`config.mk`:
```
export PLATFORM = sky130hd
export DESIGN_NAME = id_stage
export DESIGN_NICKNAME = d
export VERILOG_FILES = /design/src/rtl/id_stage_pkg.sv /design/src/rtl/register_file.sv /design/src/rtl/id_stage.sv
export SDC_FILE = /design/constraint.sdc
export NUM_CORES = 2
export LEC_CHECK = 0
export BUFFER_PORTS_ARGS = -buffer_cell sky130_fd_sc_hd__buf_2
export CAP_MARGIN = 20
export CORE_ASPECT_RATIO = 0.6
export CORE_MARGIN = 1
export CORE_UTILIZATION = 45
export DETAILED_ROUTE_END_ITERATION = 8
export GPL_ROUTABILITY_DRIVEN = 0
export PLACE_DENSITY = 0.6
export SKIP_LAST_GASP = 1
export SYNTH_ARGS = -nofsm -noshare
export SYNTH_HDL_FRONTEND = slang
export SYNTH_SLANG_ARGS = --single-unit
```
`constraint.sdc`:
```
create_clock -name clk -period 4.1 [get_ports clk]
set_input_delay 0.82 -clock clk [delete_from_list [all_inputs] [get_ports clk]]
set_output_delay 0.82 -clock clk [all_outputs]
set_load 0.01 [all_outputs]
```
`src/rtl/id_stage_pkg.sv`:
```
// Shared encodings and types for the instruction-decode stage.
package id_stage_pkg;

    // Execute-unit operation codes
    typedef enum logic [3:0] {
        CmdNop = 4'b0000,
        CmdMov = 4'b0001,
        CmdAdd = 4'b0010,
        CmdAdc = 4'b0011,
        CmdSub = 4'b0100,
        CmdSbc = 4'b0101,
        CmdAnd = 4'b0110,
        CmdOrr = 4'b0111,
        CmdEor = 4'b1000,
        CmdMvn = 4'b1001
    } exe_cmd_e;

    // Instruction class in bits [27:26]
    typedef enum logic [1:0] {
        ModeArith  = 2'b00,
        ModeMem    = 2'b01,
        ModeBranch = 2'b10
    } mode_e;

    // Condition field in bits [31:28]
    typedef enum logic [3:0] {
        CondEq = 4'b0000,
        CondNe = 4'b0001,
        CondCs = 4'b0010,
        CondCc = 4'b0011,
        CondMi = 4'b0100,
        CondPl = 4'b0101,
        CondVs = 4'b0110,
        CondVc = 4'b0111,
        CondHi = 4'b1000,
        CondLs = 4'b1001,
        CondGe = 4'b1010,
        CondLt = 4'b1011,
        CondGt = 4'b1100,
        CondLe = 4'b1101,
        CondAl = 4'b1110
    } cond_e;

    // Data-processing opcodes in bits [24:21]
    localparam logic [3:0] OpAnd = 4'b0000;
    localparam logic [3:0] OpEor = 4'b0001;
    localparam logic [3:0] OpSub = 4'b0010;
    localparam logic [3:0] OpAdd = 4'b0100;
    localparam logic [3:0] OpAdc = 4'b0101;
    localparam logic [3:0] OpSbc = 4'b0110;
    localparam logic [3:0] OpTst = 4'b1000;
    localparam logic [3:0] OpCmp = 4'b1010;
    localparam logic [3:0] OpOrr = 4'b1100;
    localparam logic [3:0] OpMov = 4'b1101;
    localparam logic [3:0] OpMvn = 4'b1111;

    typedef struct packed {
        logic     wb_en;
        logic     mem_r_en;
        logic     mem_w_en;
        logic     b;
        logic     s;
        logic     imm;
        exe_cmd_e exe_cmd;
    } ctrl_t;

    typedef struct packed {
        logic [31:0] pc;
        logic [31:0] val_rn;
        logic [31:0] val_rm;
        logic [3:0]  dest;
        logic [11:0] shift_operand;
        logic [23:0] signed_imm_24;
        ctrl_t       ctrl;
    } id_out_t;

    // Evaluate cond against flags {N,Z,C,V}; the unused code 1111 never executes.
    function automatic logic cond_pass(input logic [3:0] cond, input logic [3:0] sr);
        logic n, z, c, v, ok;
        {n, z, c, v} = sr;
        case (cond_e'(cond))
            CondEq:  ok = z;
            CondNe:  ok = ~z;
            CondCs:  ok = c;
            CondCc:  ok = ~c;
            CondMi:  ok = n;
            CondPl:  ok = ~n;
            CondVs:  ok = v;
            CondVc:  ok = ~v;
            CondHi:  ok = c & ~z;
            CondLs:  ok = ~c | z;
            CondGe:  ok = (n == v);
            CondLt:  ok = (n != v);
            CondGt:  ok = ~z & (n == v);
            CondLe:  ok = z | (n != v);
            CondAl:  ok = 1'b1;
            default: ok = 1'b0;
        endcase
        return ok;
    endfunction

endpackage

```
`src/rtl/register_file.sv`:
```
// 16x32 register file: synchronous write, combinational read with write-through.
module register_file
    import id_stage_pkg::*;
(
    input  logic        clk,
    input  logic        rst,
    input  logic [3:0]  src1_i,
    input  logic [3:0]  src2_i,
    input  logic        wr_en_i,
    input  logic [3:0]  wr_dest_i,
    input  logic [31:0] wr_value_i,
    output logic [31:0] rd1_o,
    output logic [31:0] rd2_o
);

    logic [15:0][31:0] regs_q, regs_d;

    // Next register contents from the write port
    always_comb begin
        regs_d = regs_q;
        if (wr_en_i) begin
            regs_d[wr_dest_i] = wr_value_i;
        end
    end

    // Storage update; reset clears every register
    always_ff @(posedge clk) begin
        if (rst) begin
            regs_q <= '0;
        end else begin
            regs_q <= regs_d;
        end
    end

    // Reads see a same-cycle write so the writeback stage needs no extra bypass
    always_comb begin
        rd1_o = (wr_en_i && wr_dest_i == src1_i) ? wr_value_i : regs_q[src1_i];
        rd2_o = (wr_en_i && wr_dest_i == src2_i) ? wr_value_i : regs_q[src2_i];
    end

endmodule

```
`src/rtl/id_stage.sv`:
```
// Instruction decode stage: decode, condition check, hazard detection, ID/EX register.
module id_stage
    import id_stage_pkg::*;
(
    input  logic        clk,
    input  logic        rst,
    input  logic [31:0] PC_in,
    input  logic [31:0] Instruction,
    input  logic        flush,
    input  logic [3:0]  SR,
    input  logic        WB_WB_EN,
    input  logic [3:0]  WB_Dest,
    input  logic [31:0] WB_Value,
    input  logic        EXE_WB_EN,
    input  logic [3:0]  EXE_Dest,
    input  logic        MEM_WB_EN,
    input  logic [3:0]  MEM_Dest,
    output logic        hazard,
    output logic [31:0] PC,
    output logic [31:0] Val_Rn,
    output logic [31:0] Val_Rm,
    output logic [3:0]  Dest,
    output logic [3:0]  EXE_CMD,
    output logic [11:0] Shift_operand,
    output logic [23:0] Signed_imm_24,
    output logic        WB_EN,
    output logic        MEM_R_EN,
    output logic        MEM_W_EN,
    output logic        B,
    output logic        S,
    output logic        Imm
);

    mode_e       mode;
    logic [3:0]  opcode, rn, rd, rm, src2;
    logic        i_bit, s_bit, two_src;
    ctrl_t       ctrl, ctrl_g;
    logic [31:0] val_rn, val_rm;
    id_out_t     out_q, out_d;

    assign mode   = mode_e'(Instruction[27:26]);
    assign i_bit  = Instruction[25];
    assign opcode = Instruction[24:21];
    assign s_bit  = Instruction[20];
    assign rn     = Instruction[19:16];
    assign rd     = Instruction[15:12];
    assign rm     = Instruction[3:0];

    // Control decode; any unlisted mode or opcode yields an all-zero NOP
    always_comb begin
        ctrl = '0;
        case (mode)
            ModeArith: begin
                ctrl.wb_en = 1'b1;
                ctrl.s     = s_bit;
                ctrl.imm   = i_bit;
                case (opcode)
                    OpMov:   ctrl.exe_cmd = CmdMov;
                    OpMvn:   ctrl.exe_cmd = CmdMvn;
                    OpAdd:   ctrl.exe_cmd = CmdAdd;
                    OpAdc:   ctrl.exe_cmd = CmdAdc;
                    OpSub:   ctrl.exe_cmd = CmdSub;
                    OpSbc:   ctrl.exe_cmd = CmdSbc;
                    OpAnd:   ctrl.exe_cmd = CmdAnd;
                    OpOrr:   ctrl.exe_cmd = CmdOrr;
                    OpEor:   ctrl.exe_cmd = CmdEor;
                    OpCmp: begin
                        ctrl.exe_cmd = CmdSub;
                        ctrl.wb_en   = 1'b0;
                    end
                    OpTst: begin
                        ctrl.exe_cmd = CmdAnd;
                        ctrl.wb_en   = 1'b0;
                    end
                    default: ctrl = '0;
                endcase
            end
            ModeMem: begin
                // Bit 20 selects load vs store; the address is always base + offset
                ctrl.exe_cmd = CmdAdd;
                ctrl.imm     = i_bit;
                if (s_bit) begin
                    ctrl.mem_r_en = 1'b1;
                    ctrl.wb_en    = 1'b1;
                end else begin
                    ctrl.mem_w_en = 1'b1;
                end
            end
            ModeBranch: ctrl.b = 1'b1;
            default:    ctrl = '0;
        endcase
    end

    // Stores read Rd as the data operand, so it replaces Rm as the second source
    assign src2    = ctrl.mem_w_en ? rd : rm;
    assign two_src = ~i_bit | ctrl.mem_w_en;

    // Stall request on a RAW dependency against EXE or MEM; branches read no registers
    always_comb begin
        hazard = ((rn == EXE_Dest) && EXE_WB_EN) || ((rn == MEM_Dest) && MEM_WB_EN) ||
                 (two_src && (((src2 == EXE_Dest) && EXE_WB_EN) ||
                              ((src2 == MEM_Dest) && MEM_WB_EN)));
        if (ctrl.b) begin
            hazard = 1'b0;
        end
    end

    // Failed condition suppresses side effects; a stall turns the slot into a bubble
    always_comb begin
        ctrl_g = ctrl;
        if (!cond_pass(Instruction[31:28], SR)) begin
            ctrl_g.wb_en    = 1'b0;
            ctrl_g.mem_r_en = 1'b0;
            ctrl_g.mem_w_en = 1'b0;
            ctrl_g.b        = 1'b0;
            ctrl_g.s        = 1'b0;
        end
        if (hazard) begin
            ctrl_g = '0;
        end
    end

    register_file u_register_file (
        .clk        (clk),
        .rst        (rst),
        .src1_i     (rn),
        .src2_i     (src2),
        .wr_en_i    (WB_WB_EN),
        .wr_dest_i  (WB_Dest),
        .wr_value_i (WB_Value),
        .rd1_o      (val_rn),
        .rd2_o      (val_rm)
    );

    // Next ID/EX contents; flush squashes the whole slot, overriding any stall
    always_comb begin
        out_d = '0;
        if (!flush) begin
            out_d.pc            = PC_in;
            out_d.val_rn        = val_rn;
            out_d.val_rm        = val_rm;
            out_d.dest          = rd;
            out_d.shift_operand = Instruction[11:0];
            out_d.signed_imm_24 = Instruction[23:0];
            out_d.ctrl          = ctrl_g;
        end
    end

    // ID/EX pipeline register
    always_ff @(posedge clk) begin
        if (rst) begin
            out_q <= '0;
        end else begin
            out_q <= out_d;
        end
    end

    assign PC            = out_q.pc;
    assign Val_Rn        = out_q.val_rn;
    assign Val_Rm        = out_q.val_rm;
    assign Dest          = out_q.dest;
    assign EXE_CMD       = out_q.ctrl.exe_cmd;
    assign Shift_operand = out_q.shift_operand;
    assign Signed_imm_24 = out_q.signed_imm_24;
    assign WB_EN         = out_q.ctrl.wb_en;
    assign MEM_R_EN      = out_q.ctrl.mem_r_en;
    assign MEM_W_EN      = out_q.ctrl.mem_w_en;
    assign B             = out_q.ctrl.b;
    assign S             = out_q.ctrl.s;
    assign Imm           = out_q.ctrl.imm;

endmodule

```
==> metrics <==
status completed; total grt overflow 0; Simple-Gate Fraction of Synth Area 18.06%; DRT Wirelength 118.2 mm; fin crit period 3.705 ns; flops & latches, synth 642; Worst setup EP type primary output; RSZ-0062 raised after global routing no; dpl hpwl 68.64 mm; Clock Latency Late Sink 0.62 ns; Fin Clk Skew 0.02083 ns; cts repair resizes 0; Synth top area share 40.96%; Setup WS post-layout 0.3952 ns; period utilization 90.36%; average vias per placed instance 6.168; largest net degree at the start of global routing 184; Slew Limit Headroom 19.72%; Reg2Reg Launch Point u_register_file.regs_q[288]$_SDFFE_PP0P_; cell count after synthesis 3605; Leak 0.01298 uW; final core occ 52.38%; Routed Antenna Nets 0; Main synth FF type dfxtp_1; Clock power frac 45.9%; die width 342.9 um; multiplexer share of the synthesized area 21.77%; CP Class in -> out; Post-synth ARST share 0%; CP Cell Sequence buf_2, nor3b_2, buf_4, mux2i_4, mux2i_1, o41ai_1, nor2_1, a21oi_1, buf_2; global-route wire length before repair 173.4 mm; Worst-path clk slew 0.06 ns; EDFF count, synth 0; Endpoint, Worst Hold PC[5]$_SDFF_PP0_; CTS tree done; clock root cell clkbuf_16; Cell Pwr Density 404.8 nW/um^2; Post-Place Worst Slack 0.3979 ns; number of core rows 74; post-synthesis adder-cell area fraction 0%; port bufs 264; dominant cells by area after synthesis dfxtp_1 41%, mux4_2 16%, nand2_1 15%; initial antenna violation count 3; Synth cell types 61; TritonCTS Buffers 66; Initial Utilization 45.80%; hold path depth 2; Setup Fix Bufs, Post-CTS 0; Peak Freq 0.2699 GHz; I/O pin total 265; RR Endpoint Val_Rn[0]$_SDFF_PP0_; Fin. Hold Viols 0; crit-path max FO 11; clk sink count 642; VDD IR max 0.2672 mV; count of final setup violators 0; detailed-route via count 28472; critical path arrival 2.88 ns; Worst R2R Setup Slack 2.37 ns; Core Region 68520 um^2; P_sw 3741 uW; XOR/XNOR Fraction of Synth Area 0.5583%; proportion of layout cells with a drive suffix above 1 21.63%; worst r2r path cells 4; register share of total power 44.2%; most frequent cells in the layout 1236 x nand2_1, 642 x dfxtp_1, 558 x a21oi_1; hold_buf cts 0; hold_sp PC_in[5]; most frequent cell on the critical path buf_2; Bufs on Longest Clock Path 3; Syn Nets 3723; post-synthesis sequential area ratio 40.96%; Cell Int Power 10790 uW; DRC violations left 0; mapped cell area 31380 um^2; # Max-Cap Violations 0; Routed wire per std cell 25.60 um; Layout area overhead 14.38%; Required @ worst endpoint 3.28 ns; first drt pass iteration count 6; die area 70820 um^2; cell type with the largest total area after synthesis dfxtp_1; startpoint types input port; switching part of the total 25.75%; commonest non-fill, non-tap cell in the layout nand2_1; hold crit path type in -> reg; CP peak stage delay 0.59 ns; setup TNS after final layout 0 ns; fin. max-slew vios 0; nets@finish 3770; Die Y 206.5 um; total track usage 32.83%; H-tree levels 3; Gate power share 9.9%; Slew @ Worst Pin 1.200 ns; vias in the first global route 25885; Synth Area in Compound Gates 13.69%; Slowest cell on crit path o41ai_1; Synth Warn # 0; DRC violation total after the first TritonRoute iteration 4012; largest family of logic cells by synthesized area multiplexers; syn_area_per_cell 8.704 um^2
==> stage by stage <==
step	area, um^2	cells	total power, uW	hold WS, ns
finish	35890	4616	14530	0.3996
detailed placement	33510	4495	7959	0.4584
floorplan	31380	3605	7416	0.4427
CTS	35870	4614	14550	0.3728
global placement	33510	4495	7953	0.4542
global route	35890	4616	14920	0.3898
==> routing by layer <==
layer  part of all wire, %  routed length (um)  GRT usage [%]  vias to the layer above
li1                      -                   -              -                    12596
met2                    41               49030          46.98                     1869
met5                0.0093                  11              0                        -
met3                    12               14680          8.114                      253
met1                    43               51130          48.50                    13752
met4                   2.8                3315          9.857                        2
==> worst max-delay path, delay by kind of cell <==
| family | cells | cell delay [ns] |
|---|---|---|
| AOI/OAI and AO/OA | 2 | 0.76 |
| buffers and inverters | 3 | 0.59 |
| muxes | 2 | 0.42 |
| and+or+nand+nor | 2 | 0.28 |
==> cells by family (layout without fill, tap and decap cells) <==
logic type                count (synthesis)  in the layout
DFF                                     642            642
AOI/OAI and AO/OA                       748            748
xor gates and xnor gates                 20             20
muxes                                   396            396
other                                     0              1
buffers and inverters                   386            484
and+or+nand+nor                        1413           1413
==> worst max path at each step <==
stage	from	slack (ns)	to
CTS	Instruction[26]	0.40	hazard
global route	Instruction[26]	0.19	hazard
global placement	Instruction[26]	0.43	hazard
finish	Instruction[26]	0.40	hazard
detailed placement	Instruction[26]	0.40	hazard
floorplan	Instruction[26]	0.61	hazard
==> final cells by class <==
type / instances / area (um^2)
clock inverter: 26 / 380.4
multi-input combinational: 2577 / 17230
fill: 6390 / 32630
sequential: 642 / 12850
inverter: 8 / 30.03
clock buffer: 93 / 1979
timing repair buffer: 357 / 2273
tap: 912 / 1141
antenna: 1 / 2.502
==> power groups by stage <==
| stage | clock, uW | combinational [uW] | sequential (uW) |
|---|---|---|---|
| floorplan | 0 | 860 | 6560 |
| global placement | 0 | 1390 | 6560 |
| detailed placement | 0 | 1400 | 6560 |
| CTS | 6720 | 1400 | 6420 |
| global route | 6980 | 1500 | 6430 |
| finish | 6670 | 1430 | 6420 |
==> state kept, by name (all words and copies together), names as in the netlist <==
name	cells
WB_EN	1
EXE_CMD	4
MEM_W_EN	1
S	1
Dest	3
Imm	1
Val_Rm	32
u_register_file.regs_q	512
Signed_imm_24	10
PC	32
Shift_operand	11
MEM_R_EN	1
B	1
Val_Rn	32
==> cells in the mapped netlist (2+ instances only) <==
library cell	instances
a311oi_1	2
dfxtp_1	642
xor2_1	3
and4_1	2
a32oi_1	62
inv_1	8
and4b_1	2
buf_2	30
nor4b_1	2
a21oi_1	558
mux2i_2	2
a221oi_1	2
o2111ai_1	2
o22ai_1	31
o41ai_1	2
nand2b_1	10
mux2_2	62
a211oi_1	32
nand3_1	10
nor2b_1	2
and2_1	55
and3_1	38
o21ai_0	8
nor2_1	27
mux4_2	222
nor3_1	6
nand2_1	1248
clkbuf_1	305
a211o_1	31
xnor2_1	17
buf_4	16
mux2i_1	109
buf_1	26
a31oi_1	4
(Power assumes the default switching activity.)
